<file path="src/rtl/rdid_controller_if.sv">
`default_nettype none
// ============================================================================
//  Module   : rdid_controller_if
//  Purpose  : Bundles the request/status handshake, the captured ID bytes and
//             the SPI flash pins used by rdid_controller.
//  Modports : master - the RDID controller (drives status, IDs, CS/SCK/MOSI)
//             slave  - its environment (drives start and MISO)
//  Signals  : start, busy, done, valid, manufacture_id[7:0], memory_type[7:0],
//             memory_capacity[7:0], CS (active-low), SCK, MOSI, MISO
//  Revision : 1.0 - initial release
// ============================================================================
interface rdid_controller_if;
   logic       start;
   logic       busy;
   logic       done;
   logic       valid;
   logic [7:0] manufacture_id;
   logic [7:0] memory_type;
   logic [7:0] memory_capacity;
   logic       CS;
   logic       SCK;
   logic       MOSI;
   logic       MISO;

   modport master (
      input  start, MISO,
      output busy, done, valid, manufacture_id, memory_type, memory_capacity,
             CS, SCK, MOSI
   );

   modport slave (
      output start, MISO,
      input  busy, done, valid, manufacture_id, memory_type, memory_capacity,
             CS, SCK, MOSI
   );
endinterface
`default_nettype wire

</file>
<file path="src/rtl/rdid_controller.sv">
`default_nettype none
// ============================================================================
//  Module   : rdid_controller
//  Purpose  : Runs one SPI-flash Read-Identification transaction (opcode 0x9F,
//             SPI mode 0) per accepted start, returning the three ID bytes
//             as stable registered outputs.
//  Ports    : clk     - system clock, rising edge
//             reset   - asynchronous, active-high
//             bus     - rdid_controller_if.master (handshake, IDs, SPI pins)
//  Params   : CLK_DIV - SCK half-period in clk cycles (>= 1)
//  Revision : 1.0 - initial release
// ============================================================================
module rdid_controller #(
   parameter int CLK_DIV = 4
) (
   input  wire logic         clk,
   input  wire logic         reset,
   rdid_controller_if.master bus
);

   localparam int                unsigned c_ph_w   = (CLK_DIV > 1) ? $clog2(CLK_DIV) : 1;
   localparam logic [c_ph_w-1:0] c_ph_last         = c_ph_w'(CLK_DIV - 1);
   localparam logic [7:0]        c_opcode          = 8'h9F;

   typedef enum logic [2:0] {
      S_IDLE     = 3'd0,
      S_CS_SETUP = 3'd1,
      S_SHIFT    = 3'd2,
      S_CS_HOLD  = 3'd3,
      S_GAP      = 3'd4
   } state_t;

   state_t              r_state;
   logic [c_ph_w-1:0]   r_phase;
   logic                r_half;     // 0: SCK low half of a bit, 1: high half
   logic [4:0]          r_bit;
   logic [23:0]         r_shift;
   logic                r_cs;
   logic                r_sck;
   logic                r_mosi;
   logic                r_busy;
   logic                r_done;
   logic                r_valid;
   logic [7:0]          r_man;
   logic [7:0]          r_type;
   logic [7:0]          r_cap;

   logic                w_ph_last;
   assign w_ph_last = (r_phase == c_ph_last);

   always_ff @(posedge clk or posedge reset) begin
      if (reset) begin
         r_state <= S_IDLE;
         r_phase <= '0;
         r_half  <= 1'b0;
         r_bit   <= 5'd0;
         r_shift <= 24'd0;
         r_cs    <= 1'b1;
         r_sck   <= 1'b0;
         r_mosi  <= 1'b0;
         r_busy  <= 1'b0;
         r_done  <= 1'b0;
         r_valid <= 1'b0;
         r_man   <= 8'd0;
         r_type  <= 8'd0;
         r_cap   <= 8'd0;
      end else begin
         r_done <= 1'b0;
         case (r_state)
            S_IDLE: begin
               r_cs    <= 1'b1;
               r_sck   <= 1'b0;
               r_mosi  <= 1'b0;
               r_busy  <= 1'b0;
               r_phase <= '0;
               if (bus.start) begin
                  r_state <= S_CS_SETUP;
                  r_cs    <= 1'b0;
                  r_mosi  <= c_opcode[7];   // first opcode bit set up before SCK
                  r_busy  <= 1'b1;
               end
            end

            S_CS_SETUP: begin
               if (w_ph_last) begin
                  r_phase <= '0;
                  r_bit   <= 5'd0;
                  r_half  <= 1'b0;
                  r_state <= S_SHIFT;
               end else begin
                  r_phase <= r_phase + c_ph_w'(1);
               end
            end

            S_SHIFT: begin
               if (w_ph_last) begin
                  r_phase <= '0;
                  if (!r_half) begin
                     // SCK rising edge: flash output is sampled for reply bits
                     r_half <= 1'b1;
                     r_sck  <= 1'b1;
                     if (r_bit >= 5'd8) begin
                        r_shift <= {r_shift[22:0], bus.MISO};
                     end
                  end else begin
                     // SCK falling edge: MOSI moves to the next bit here only
                     r_half <= 1'b0;
                     r_sck  <= 1'b0;
                     if (r_bit == 5'd31) begin
                        r_bit   <= 5'd0;
                        r_mosi  <= 1'b0;
                        r_state <= S_CS_HOLD;
                     end else begin
                        r_bit  <= r_bit + 5'd1;
                        r_mosi <= (r_bit < 5'd7) ? c_opcode[3'd6 - r_bit[2:0]] : 1'b0;
                     end
                  end
               end else begin
                  r_phase <= r_phase + c_ph_w'(1);
               end
            end

            S_CS_HOLD: begin
               if (w_ph_last) begin
                  r_phase <= '0;
                  r_cs    <= 1'b1;
                  r_man   <= r_shift[23:16];
                  r_type  <= r_shift[15:8];
                  r_cap   <= r_shift[7:0];
                  r_valid <= 1'b1;
                  r_done  <= 1'b1;
                  r_state <= S_GAP;
               end else begin
                  r_phase <= r_phase + c_ph_w'(1);
               end
            end

            S_GAP: begin
               // Guarantees a minimum CS-deselect time before the next request
               if (w_ph_last) begin
                  r_phase <= '0;
                  r_busy  <= 1'b0;
                  r_state <= S_IDLE;
               end else begin
                  r_phase <= r_phase + c_ph_w'(1);
               end
            end

            default: begin
               r_state <= S_IDLE;
            end
         endcase
      end
   end

   assign bus.CS              = r_cs;
   assign bus.SCK             = r_sck;
   assign bus.MOSI            = r_mosi;
   assign bus.busy            = r_busy;
   assign bus.done            = r_done;
   assign bus.valid           = r_valid;
   assign bus.manufacture_id  = r_man;
   assign bus.memory_type     = r_type;
   assign bus.memory_capacity = r_cap;

endmodule
`default_nettype wire

</file>
<file path="src/flat_wrapper.sv">
// flat-port wrapper written by rule: the top's interface ports become plain ports
module rdid_controller_flat 
#(
   parameter int CLK_DIV = 4
)
  (clk, reset, bus_start, bus_MISO, bus_busy, bus_done, bus_valid, bus_manufacture_id, bus_memory_type, bus_memory_capacity, bus_CS, bus_SCK, bus_MOSI);
  rdid_controller_if bus_i ();
  input  wire logic clk;
  input  wire logic reset;
  input wire logic [$bits(bus_i.start)-1:0] bus_start;
  input wire logic [$bits(bus_i.MISO)-1:0] bus_MISO;
  output wire logic [$bits(bus_i.busy)-1:0] bus_busy;
  output wire logic [$bits(bus_i.done)-1:0] bus_done;
  output wire logic [$bits(bus_i.valid)-1:0] bus_valid;
  output wire logic [$bits(bus_i.manufacture_id)-1:0] bus_manufacture_id;
  output wire logic [$bits(bus_i.memory_type)-1:0] bus_memory_type;
  output wire logic [$bits(bus_i.memory_capacity)-1:0] bus_memory_capacity;
  output wire logic [$bits(bus_i.CS)-1:0] bus_CS;
  output wire logic [$bits(bus_i.SCK)-1:0] bus_SCK;
  output wire logic [$bits(bus_i.MOSI)-1:0] bus_MOSI;
  assign bus_i.start = bus_start;
  assign bus_i.MISO = bus_MISO;
  assign bus_busy = bus_i.busy;
  assign bus_done = bus_i.done;
  assign bus_valid = bus_i.valid;
  assign bus_manufacture_id = bus_i.manufacture_id;
  assign bus_memory_type = bus_i.memory_type;
  assign bus_memory_capacity = bus_i.memory_capacity;
  assign bus_CS = bus_i.CS;
  assign bus_SCK = bus_i.SCK;
  assign bus_MOSI = bus_i.MOSI;
  rdid_controller #(.CLK_DIV(CLK_DIV)) u_core (.clk(clk), .reset(reset), .bus(bus_i));
endmodule
</file>
<file path="config.mk">
export PLATFORM = sky130hd
export DESIGN_NAME = rdid_controller_flat
export DESIGN_NICKNAME = d
export VERILOG_FILES = /design/src/rtl/rdid_controller_if.sv /design/src/rtl/rdid_controller.sv /design/src/flat_wrapper.sv
export SDC_FILE = /design/constraint.sdc
export NUM_CORES = 1
export LEC_CHECK = 0
export ABC_AREA = 1
export BUFFER_PORTS_ARGS = -buffer_cell sky130_fd_sc_hd__buf_2
export CAP_MARGIN = 30
export CORE_ASPECT_RATIO = 1.75
export CORE_MARGIN = 5
export CORE_UTILIZATION = 24
export DETAILED_ROUTE_END_ITERATION = 12
export PLACE_DENSITY = 0.48
export SETUP_SLACK_MARGIN = 0.05
export SLEW_MARGIN = 10
export SYNTH_ARGS = -nofsm -noshare
export SYNTH_HDL_FRONTEND = slang
export SYNTH_SLANG_ARGS = --single-unit
export TNS_END_PERCENT = 30
</file>
<file path="constraint.sdc">
create_clock -name clk -period 2.15 [get_ports clk]
set_input_delay 0.3225 -clock clk [delete_from_list [all_inputs] [get_ports clk]]
set_output_delay 0.3225 -clock clk [all_outputs]
set_load 0.05 [all_outputs]
</file>
==> metrics.txt, run 1 <==
status completed; #FFs+latches synth 65; first-pass GRT wire length slightly below 10,000 um; hold_buf cts 1; Setup Slack @ Placement between 0.4 and 0.5 ns; die area 0.0141 mm2; Nets 344; vias in the first global route 2,051; H-tree lvl count 3; post-CTS setup buffer count 0; Power Density approximately 760 mW/mm2; Total Neg Setup Slack 0 ns; post-layout min period roughly 1.7 ns; Max Clock Freq 575 MHz; grt ovf 0; Routed WL per cell 12.1 um; CP required 2.37 ns; Pint between 2 and 2.5 mW; Fin. Hold Viols 0; initial antenna violation count 0; Hold Crit Class in2reg; input/output buffers 33; reg2reg start u_core.r_bit[0]$_DFFE_PP0P_; Tcrit/Tclk final 0.809; overall global routing resource usage 0.0889; total wire length ~5700 um; Seq/Total Area, Yosys 0.577; Startpoint Class register; largest net degree at the start of global routing slightly below 50; Initial Utilization 0.244; VDD IR max around 0.35 mV; Cells after DPL 458; RSZ-0062 raised after global routing no; Gates resized, CTS repair 0; synth warn 0; CTS root buffer clkbuf_16; DRT iter0 DRCs roughly 80; GPL Wtd Cong between 0.8 and 0.9; DR DRC count 0; placed inst area 0.00313 mm2; CP max FO 7; First-pass DRT Iterations 4; combinational group share of total power 0.016; Post-Syn Instances 296; Max-Cap Viols 0; Max Buffers Root-to-Sink 2; Leak 1.63 nW; switch share 0.198; post-route insts no fill 475; sequential power share 0.473; Worst setup EP type register; share of cells above drive strength 1 0.232; NetSw approximately 0.51 mW; Clk pin slew, worst setup/hold paths ~0.050 ns; clk_lat worst skew roughly 0.32 ns; syn avg cell area 9.54 um2; crit path capture u_core.r_state[1]$_DFFE_PP0P_; post-detail-place hpwl around 4200 um; clock share of power 0.511; die height between 150 and 200 um; CORE AREA 0.0116 mm2; Ant. Diodes 0; num rows 52; vias slightly above 2,000; post-synthesis cell type count 28; Slew HR 0.772; worst reg2reg endpoint u_core.r_state[1]$_DFFE_PP0P_; worst hold slack ~0.21 ns; drt via density about 4.3; Layout area overhead 20.9%; Arr. time, crit path between 1.5 and 2 ns; Synth Cell Area about 0.0028 mm2; setup slack after layout about 0.41 ns; Ports 34; Worst-Margin Slew roughly 0.34 ns; clk_skew between 0.004 and 0.005 ns; # clock sinks 65; Post-DRT Antenna Nets 0; final instance area around 0.0034 mm2; FF-to-FF path depth 11; CP startpoint u_core.r_bit[0]$_DFFE_PP0P_; TritonCTS clock tree yes; Setup-failing EPs final 0; syn_nets just over 300; Reg2Reg Setup Slack 0.41 ns; filler cell count around 1,200; Slew Limit Fails 0; Setup CP Type reg2reg; Die X 92.0 um; CTS buffer count 9
-- registers in the layout, summed over array words and instances, names as in the netlist --
| name | flops |
|---|---|
| u_core.bus.memory_type | 8 |
| u_core.bus.busy | 1 |
| u_core.bus.valid | 1 |
| u_core.r_shift | 24 |
| u_core.bus.MOSI | 1 |
| u_core.r_phase | 2 |
| u_core.bus.manufacture_id | 8 |
| u_core.bus.SCK | 1 |
| u_core.bus.CS | 1 |
| u_core.r_bit | 5 |
| u_core.r_state | 3 |
| u_core.bus.done | 1 |
| u_core.bus.memory_capacity | 8 |
| u_core.r_half | 1 |
-- through the flow --
stage                      util  total power [mW]
after CTS                 0.295              2.65
after global placement    0.270              1.29
after detailed placement  0.270              1.29
after floorplan               -              1.27
after global routing      0.295              2.71
final                     0.295              2.59
-- how the worst min path moves through the flow --
stage,from,endpoint,cells past startpoint
finish,bus_start,u_core.bus.CS$_DFFE_PP1P_,2
CTS,bus_start,u_core.bus.CS$_DFFE_PP1P_,2
global placement,reset,u_core.bus.manufacture_id[3]$_DFFE_PP0P_,2
global route,bus_start,u_core.bus.CS$_DFFE_PP1P_,2
floorplan,bus_start,u_core.bus.CS$_DFFE_PP1P_,1
detailed placement,reset,u_core.bus.manufacture_id[3]$_DFFE_PP0P_,2
-- layer usage --
layer,global-route usage,up-vias,wire length [um]
li1,-,1029,-
met1,0.0950,947,2260
met2,0.146,32,2970
met3,0.0349,18,317
met4,0.0532,0,187
met5,0,-,0
-- kinds of logic (layout without fill, tap and decap cells) --
family	after synthesis	after routing	synth area share
AOI/OAI and AO/OA	69	69	0.145
xor gates and xnor gates	3	3	0.00931
adders and majority gates	5	5	0.0222
buffers and inverters	50	94	0.0860
DFF	65	65	0.577
and+or+nand+nor	104	104	0.161
-- placed cells by master (no fill, tap or decap) --
cell type / count
nand2_1: 74
dfrtp_1: 64
o21ai_0: 41
inv_1: 34
buf_2: 33
o21ai_2: 16
nand3_1: 12
nor2_1: 10
clkbuf_16: 9
o21ai_1: 6
a21oi_1: 5
ha_1: 5
clkbuf_1: 4
buf_4: 4
inv_2: 3
xor2_1: 3
nor2_4: 2
clkbuf_8: 2
buf_12: 2
nand2_4: 1
inv_4: 1
nand3_4: 1
o21a_1: 1
nand3_2: 1
nor2_2: 1
or2_2: 1
nand4_1: 1
clkinv_2: 1
dlygate4sd3_1: 1
dfstp_2: 1
-- critical path, stage by stage, from the launching register on --
cell and delay, ns:
dfrtp_1 0.47, ha_1 0.22, nand2_1 0.06, nor2_1 0.09
ha_1 0.15, inv_1 0.08, nand3_1 0.12, nand2_1 0.07
nor2_1 0.15, nand2_1 0.10, nand2_1 0.07, nand2_1 0.05
-- final cells by class --
cell class / instances / area (um2) / area share
Inverter: 38 / 145 / 0.0425
Sequential cell: 65 / 1630 / 0.477
Clock buffer: 15 / 268 / 0.0785
Clock inverter: 1 / 5.00 / 0.00147
Timing Repair Buffer: 40 / 245 / 0.0719
Multi-Input combinational cell: 181 / 952 / 0.279
Tap cell: 135 / 169 / 0.0495
-- power groups by stage --
stage / sequential, mW / clock [mW] / combinational [mW]
after floorplan: 1.25 / 0 / 0.0189
after global placement: 1.25 / 0 / 0.0432
after detailed placement: 1.25 / 0 / 0.0443
after CTS: 1.23 / 1.38 / 0.0456
after global routing: 1.23 / 1.44 / 0.0494
final: 1.23 / 1.32 / 0.0420
-- cells in the mapped netlist --
cell type  instances  area share
a21oi_1            5      0.0089
buf_12             1      0.0071
buf_2              2      0.0035
buf_6              2      0.0080
buf_8              1      0.0053
clkbuf_1           4      0.0053
clkbuf_4           2      0.0053
dfrtp_1           64        0.57
dfstp_2            1      0.0093
ha_1               5       0.022
inv_1             35       0.047
inv_2              2      0.0027
inv_4              1      0.0022
nand2_1           74       0.098
nand2_4            1      0.0040
nand3_1           12       0.021
nand3_2            1      0.0035
nand3_4            1      0.0062
nand4_1            1      0.0022
nor2_1            10       0.013
nor2_2             1      0.0022
nor2_4             2      0.0080
o21a_1             1      0.0027
o21ai_0           41       0.073
o21ai_1            6       0.011
o21ai_2           16       0.050
or2_2              1      0.0022
xor2_1             3      0.0093
(Power assumes the default switching activity.)
==> run 2, diff against run 1 <==
--- a/config.mk
+++ b/config.mk
@@ -12,7 +12,7 @@
 export CORE_MARGIN = 5
 export CORE_UTILIZATION = 24
 export DETAILED_ROUTE_END_ITERATION = 12
-export PLACE_DENSITY = 0.48
+export PLACE_DENSITY = 0.49
 export SETUP_SLACK_MARGIN = 0.05
 export SLEW_MARGIN = 10
 export SYNTH_ARGS = -nofsm -noshare
==> constraint.sdc (replaced) <==
create_clock -name clk -period 1.5 [get_ports clk]
set_input_delay 0.225 -clock clk [delete_from_list [all_inputs] [get_ports clk]]
set_output_delay 0.225 -clock clk [all_outputs]
set_load 0.05 [all_outputs]
==> metrics.txt, run 2 (synthesis results as in run 1) <==
Worst Hold End u_core.bus.CS$_DFFE_PP1P_; share of cells above drive strength 1 0.386 (+0.154); CP peak stage delay 0.36 ns (-0.11 ns); num rows 52 (unchanged); DR DRC count 0 (unchanged); crit path buf inv count 1 (unchanged); clk_skew 0.00519 ns (+0.000628 ns); drt via density 4.34 (+1.7%); Fin. Hold Viols 0 (unchanged); CP startpoint u_core.r_bit[1]$_DFFE_PP0P_; die height 153 um (unchanged); Cells after DPL 465 (+1.5%); Max Clock Freq 682 MHz (+19%); vias 2,148 (+6.0%); First-pass DRT Iterations 4 (unchanged); CP most frequent cell nand2_2; Ant. Diodes 0 (unchanged); Critical-path top delay cell dfrtp_1; Die X 92.0 um (unchanged); DRT iter0 DRCs 63 (-20%); hold_sp bus_start; Arr. time, crit path 1.69 ns (-0.26 ns); Reg with most FFs u_core.r_shift; Setup-failing EPs final 0 (unchanged); total wire length 6420 um (+12%); reg2reg start u_core.r_bit[1]$_DFFE_PP0P_; Reg2Reg Setup Slack 0.03 ns (-0.38 ns); RSZ-0062 raised after global routing yes; Ports 34 (unchanged); VDD IR max 0.522 mV (+48%); die area 0.0141 mm2 (unchanged); Worst-Margin Slew 0.323 ns (-0.0187 ns); Max Buffers Root-to-Sink 2 (unchanged); filler cell count 1,200 (-3.1%); CP top delay family simple AND/OR/NAND/NOR gates; CP max FO 3 (-4); post-layout min period 1.47 ns (-0.272 ns); Startpoint Class register; Setup CP Type reg2reg; Slew Limit Fails 0 (unchanged); H-tree lvl count 3 (unchanged); Met1 Routed Length 2480 um (+9.8%); vias in the first global route 2,182 (+6.4%); clk_lat worst skew 0.33 ns (about the same); flip-flop count of the largest register after layout 24 (unchanged); number of cells on the worst hold path 2 (unchanged); initial antenna violation count 0 (unchanged); commonest non-fill, non-tap cells in the layout dfrtp_1 (62), nand2_1 (49), inv_1 (33), buf_2 (33), o21ai_0 (31); CORE AREA 0.0116 mm2 (unchanged); FF-to-FF path depth 11 (unchanged); WP depth 11 (unchanged); crit path cell chain ha_2 > nand2_2 > nor2_2 > ha_2 > inv_2 > nand3_2 > nand2_2 > nor2_4 > nand2_2 > nand2_2 > nand2_1; area of the multi-input gates 0.00112 mm2 (+17%); overall global routing resource usage 0.0927 (+0.00380); Hold Crit Class in2reg; CTS root buffer clkbuf_16; Clk pin slew, worst setup/hold paths 0.05 ns (about the same); Routed WL per cell 13.0 um (+7.5%); post-detail-place hpwl 4250 um (+0.89%); CP required 1.72 ns (-0.65 ns); leading cell type in the layout, fill and taps excluded dfrtp_1; post-route insts no fill 495 (+4.2%); first-pass GRT wire length 10,300 um (+4.7%); Initial Utilization 0.244 (unchanged); Power Density 1000 mW/mm2 (+32%); Slew HR 0.784 (+0.0123); Layout area overhead 37.2%; largest net degree at the start of global routing 41 (-16%); grt ovf 0 (unchanged); WL met3 269 um (-15%); Max-Cap Viols 0 (unchanged); Leak 1.95 nW (+19%); worst reg2reg endpoint u_core.r_state[1]$_DFFE_PP0P_; Worst setup EP type register; TritonCTS clock tree yes; GPL Wtd Cong 0.851 (+1.9%); Tcrit/Tclk final 0.978 (+0.169); Nets 364 (+5.8%); Post-DRT Antenna Nets 0 (unchanged); Storage cell area 0.00163 mm2 (+0.15%); input/output buffers 33 (unchanged); highest metal used met4; Tot Pwr 3.89 mW (+50%); # clock sinks 65 (unchanged); CTS buffer count 9 (unchanged); Met2 Wirelength 3490 um (+17%); status completed
==> run 2: changes by cell type in the layout (fill, tap and decap cells not counted), moves of 4 or more <==
cell / change
buf_12: +4
buf_4: +11
nand2_1: -25
nand2_2: +15
nand2_4: +10
o21ai_0: -10
o21ai_1: +5
o21ai_2: +5
==> run 2: final cells by class <==
| cell class | instances | share of cell area |
|---|---|---|
| clock buffer | 13 | 0.0646 |
| clock inverter | 3 | 0.0103 |
| inverter | 38 | 0.0391 |
| multi-input combinational | 181 | 0.289 |
| sequential | 65 | 0.421 |
| tap | 135 | 0.0436 |
| timing repair buffer | 60 | 0.132 |
==> run 2: power breakdown <==
part           total, mW  switching (mW)  internal, mW  leakage, nW
sequential          1.76        0.000733          1.76        0.871
combinational     0.0595          0.0456        0.0139        0.934
clock               2.07           0.743          1.33        0.144
total               3.89           0.789          3.10         1.95
==> run 2: worst max path at each step <==
stage / endpoint
after floorplan: u_core.r_state[0]$_DFFE_PP0P_
after global placement: u_core.r_bit[1]$_DFFE_PP0P_
after detailed placement: u_core.r_state[0]$_DFFE_PP0P_
final: u_core.r_state[1]$_DFFE_PP0P_
after CTS: u_core.r_shift[21]$_DFFE_PP0P_
after global routing: u_core.r_state[0]$_DFFE_PP0P_
==> run 2: per-stage QoR <==
step / area, um2 / TNS (ns) / util / setup slack (ns) / hold WS [ns]
after CTS: 3550 / 0 / 0.307 / 0.0234 / 0.0943
final: 3870 / 0 / 0.334 / 0.0335 / 0.0934
after global placement: 3210 / 0 / 0.277 / 0.0393 / 0.227
after global routing: 3870 / -0.178 / 0.334 / -0.0865 / 0.119
after floorplan: 2830 / -0.0610 / - / -0.0315 / 0.301
after detailed placement: 3210 / -0.00156 / 0.277 / -0.00156 / 0.222
==> run 2: layer usage <==
layer,track usage,vias up
li1,-,1069
met4,0.0553,0
met5,0,-
met3,0.0261,18
met1,0.100,1028
met2,0.159,33
==> run 2: what timing repair did <==
| action | in CTS | in global routing |
|---|---|---|
| endpoints found under the hold margin | 11 | 0 |
| hold buffers | 1 | 0 |
| gates cloned | 1 | 5 |
| setup endpoints to repair | 28 | 56 |
| pin swaps | 0 | 17 |
| buffers inserted | 1 | 6 |
| resized for setup | 3 | 67 |
==> run 3, diff against run 2 <==
--- a/config.mk
+++ b/config.mk
@@ -13,6 +13,7 @@
 export CORE_UTILIZATION = 24
 export DETAILED_ROUTE_END_ITERATION = 12
 export PLACE_DENSITY = 0.49
+export RECOVER_POWER = 100
 export SETUP_SLACK_MARGIN = 0.05
 export SLEW_MARGIN = 10
 export SYNTH_ARGS = -nofsm -noshare
==> metrics.txt, run 3 (synthesis results as in run 1) <==
Leak 1.90 nW (-2.5%); final instance area 0.00381 mm2 (-1.6%); Post-DRT Antenna Nets 0 (unchanged); CTS root buffer clkbuf_16; Max Buffers Root-to-Sink 2 (unchanged); Nets 364 (unchanged); vias in the first global route 2,182 (unchanged); clk_lat worst skew 0.33 ns (about the same); TritonCTS clock tree yes; die height 153 um (unchanged); Layout area overhead 35.0%; Clk pin slew, worst setup/hold paths 0.05 ns (about the same); RSZ-0062 raised after global routing yes; worst hold slack 0.0923 ns (-0.00111 ns); Setup CP Type reg2reg; drt via density 4.33 (-0.19%); Final Util 0.329 (-0.00529); Arr. time, crit path 1.74 ns (+0.05 ns); Startpoint Class register; leading cell type in the layout, fill and taps excluded dfrtp_1; Slew Limit Fails 0 (unchanged); Setup-failing EPs final 0 (unchanged); Routed WL per cell 13.0 um (-0.12%); Fin. Hold Viols 0 (unchanged); VDD IR max 0.521 mV (-0.26%); overall global routing resource usage 0.0927 (unchanged); CORE AREA 0.0116 mm2 (unchanged); post-route insts no fill 495 (unchanged); H-tree lvl count 3 (unchanged); Die X 92.0 um (unchanged); share of cells above drive strength 1 0.369 (-0.0167); Hold Crit Class in2reg; first-pass GRT wire length 10,300 um (unchanged); post-layout min period 1.48 ns (+0.0110 ns); CP required 1.76 ns (+0.04 ns); total wire length 6420 um (-0.12%); post-detail-place hpwl 4250 um (unchanged); largest net degree at the start of global routing 41 (unchanged); CP max FO 7 (+4); Power Density 1020 mW/mm2 (+1.5%); First-pass DRT Iterations 4 (unchanged); commonest non-fill, non-tap cells in the layout dfrtp_1 (62), nand2_1 (49), inv_1 (34); Max-Cap Viols 0 (unchanged); status completed; num rows 52 (unchanged); vias 2,144 (-0.19%); Tcrit/Tclk final 0.985 (+0.00735); flip-flop count of the largest register after layout 24 (unchanged); Max Clock Freq 677 MHz (-0.75%); clk_skew 0.00521 ns (+0.0000244 ns); # clock sinks 65 (unchanged); CTS buffer count 9 (unchanged); Worst-Margin Slew 0.611 ns (+0.287 ns); input/output buffers 33 (unchanged); DRT iter0 DRCs 71 (+13%); Initial Utilization 0.244 (unchanged); Ant. Diodes 0 (unchanged); Ports 34 (unchanged); placed inst area 0.00321 mm2 (unchanged); GPL Wtd Cong 0.851 (unchanged); Slew HR 0.591 (-0.193); initial antenna violation count 0 (unchanged); Worst setup EP type register; Cells after DPL 465 (unchanged); Tot Pwr 3.88 mW (-0.15%); grt ovf 0 (unchanged); DR DRC count 0 (unchanged); Reg with most FFs u_core.r_shift; die area 0.0141 mm2 (unchanged)
run 3: cell count changes in the layout (fill, tap and decap cells not counted), moves of 2 or more:
cell,delta
buf_2,-31
buf_6,+4
clkbuf_2,+30
buf_12,-5
clkbuf_1,+3
buf_4,-2
run 3: cell type report:
| type | count | area, um2 |
|---|---|---|
| fillers | 1219 | 7770 |
| well taps | 135 | 169 |
| flip-flops and latches | 65 | 1630 |
| multi-input cells | 181 | 1110 |
| inverters | 38 | 149 |
| clock buffers | 13 | 250 |
| clock inverters | 3 | 40.0 |
| repair buffers | 60 | 464 |
run 3: path summary, 6_finish.rpt:
| check | from | to | slack (ns) | cells past startpoint |
|---|---|---|---|---|
| max in group asynchronous | reset | u_core.bus.CS$_DFFE_PP1P_ | 0.26 | 4 |
| worst max-delay path | u_core.r_state[2]$_DFFE_PP0P_ | u_core.r_shift[20]$_DFFE_PP0P_ | 0.02 | 9 |
| min in group asynchronous | reset | u_core.r_state[2]$_DFFE_PP0P_ | 0.47 | 3 |
| worst min register to register | u_core.bus.valid$_DFFE_PP0P_ | u_core.bus.valid$_DFFE_PP0P_ | 0.46 | 1 |
| worst max register to register | u_core.r_state[2]$_DFFE_PP0P_ | u_core.r_shift[20]$_DFFE_PP0P_ | 0.02 | 9 |
| worst min-delay path | bus_start | u_core.bus.CS$_DFFE_PP1P_ | 0.09 | 2 |
run 3: per-stage QoR:
| step | worst slack, ns | setup TNS [ns] |
|---|---|---|
| final | 0.0225 | 0 |
| after global routing | -0.0865 | -0.953 |
| after global placement | 0.0393 | 0 |
| after detailed placement | -0.00156 | -0.00156 |
| after CTS | 0.0234 | 0 |
| after floorplan | -0.0315 | -0.0610 |
run 3: repair_timing:
item                       4_1_cts  5_1_grt
setup endpoints to repair       28       56
hold endpoints to repair        11        0
gates cloned                     1        5
setup buffers                    1        6
hold buffers                     1        0
resized for setup                3       67
pin swaps                        0       17
run 3: layer usage:
layer,vias to the layer above,track usage,wire [um],share of wire
met5,-,0,0,0
met4,0,0.0553,188,0.029
met3,16,0.0261,261,0.041
met2,35,0.159,3490,0.54
met1,1025,0.100,2470,0.39
li1,1068,-,-,-
run 3: worst max-delay path, stage by stage, from the launching register on:
cell and delay (ns):
dfrtp_2 0.43, nor2_4 0.14, nand2_4 0.08, clkinv_4 0.06
nand3_4 0.07, nor2_1 0.14, buf_6 0.19, clkbuf_16 0.18
nand2_2 0.04, o21ai_1 0.07
run 3: power by group:
part / switching [mW] / internal, mW / leakage, nW / total (mW)
Clock: 0.743 / 1.33 / 0.144 / 2.07
Sequential: 0.000780 / 1.76 / 0.871 / 1.76
Combinational: 0.0444 / 0.00961 / 0.886 / 0.0540
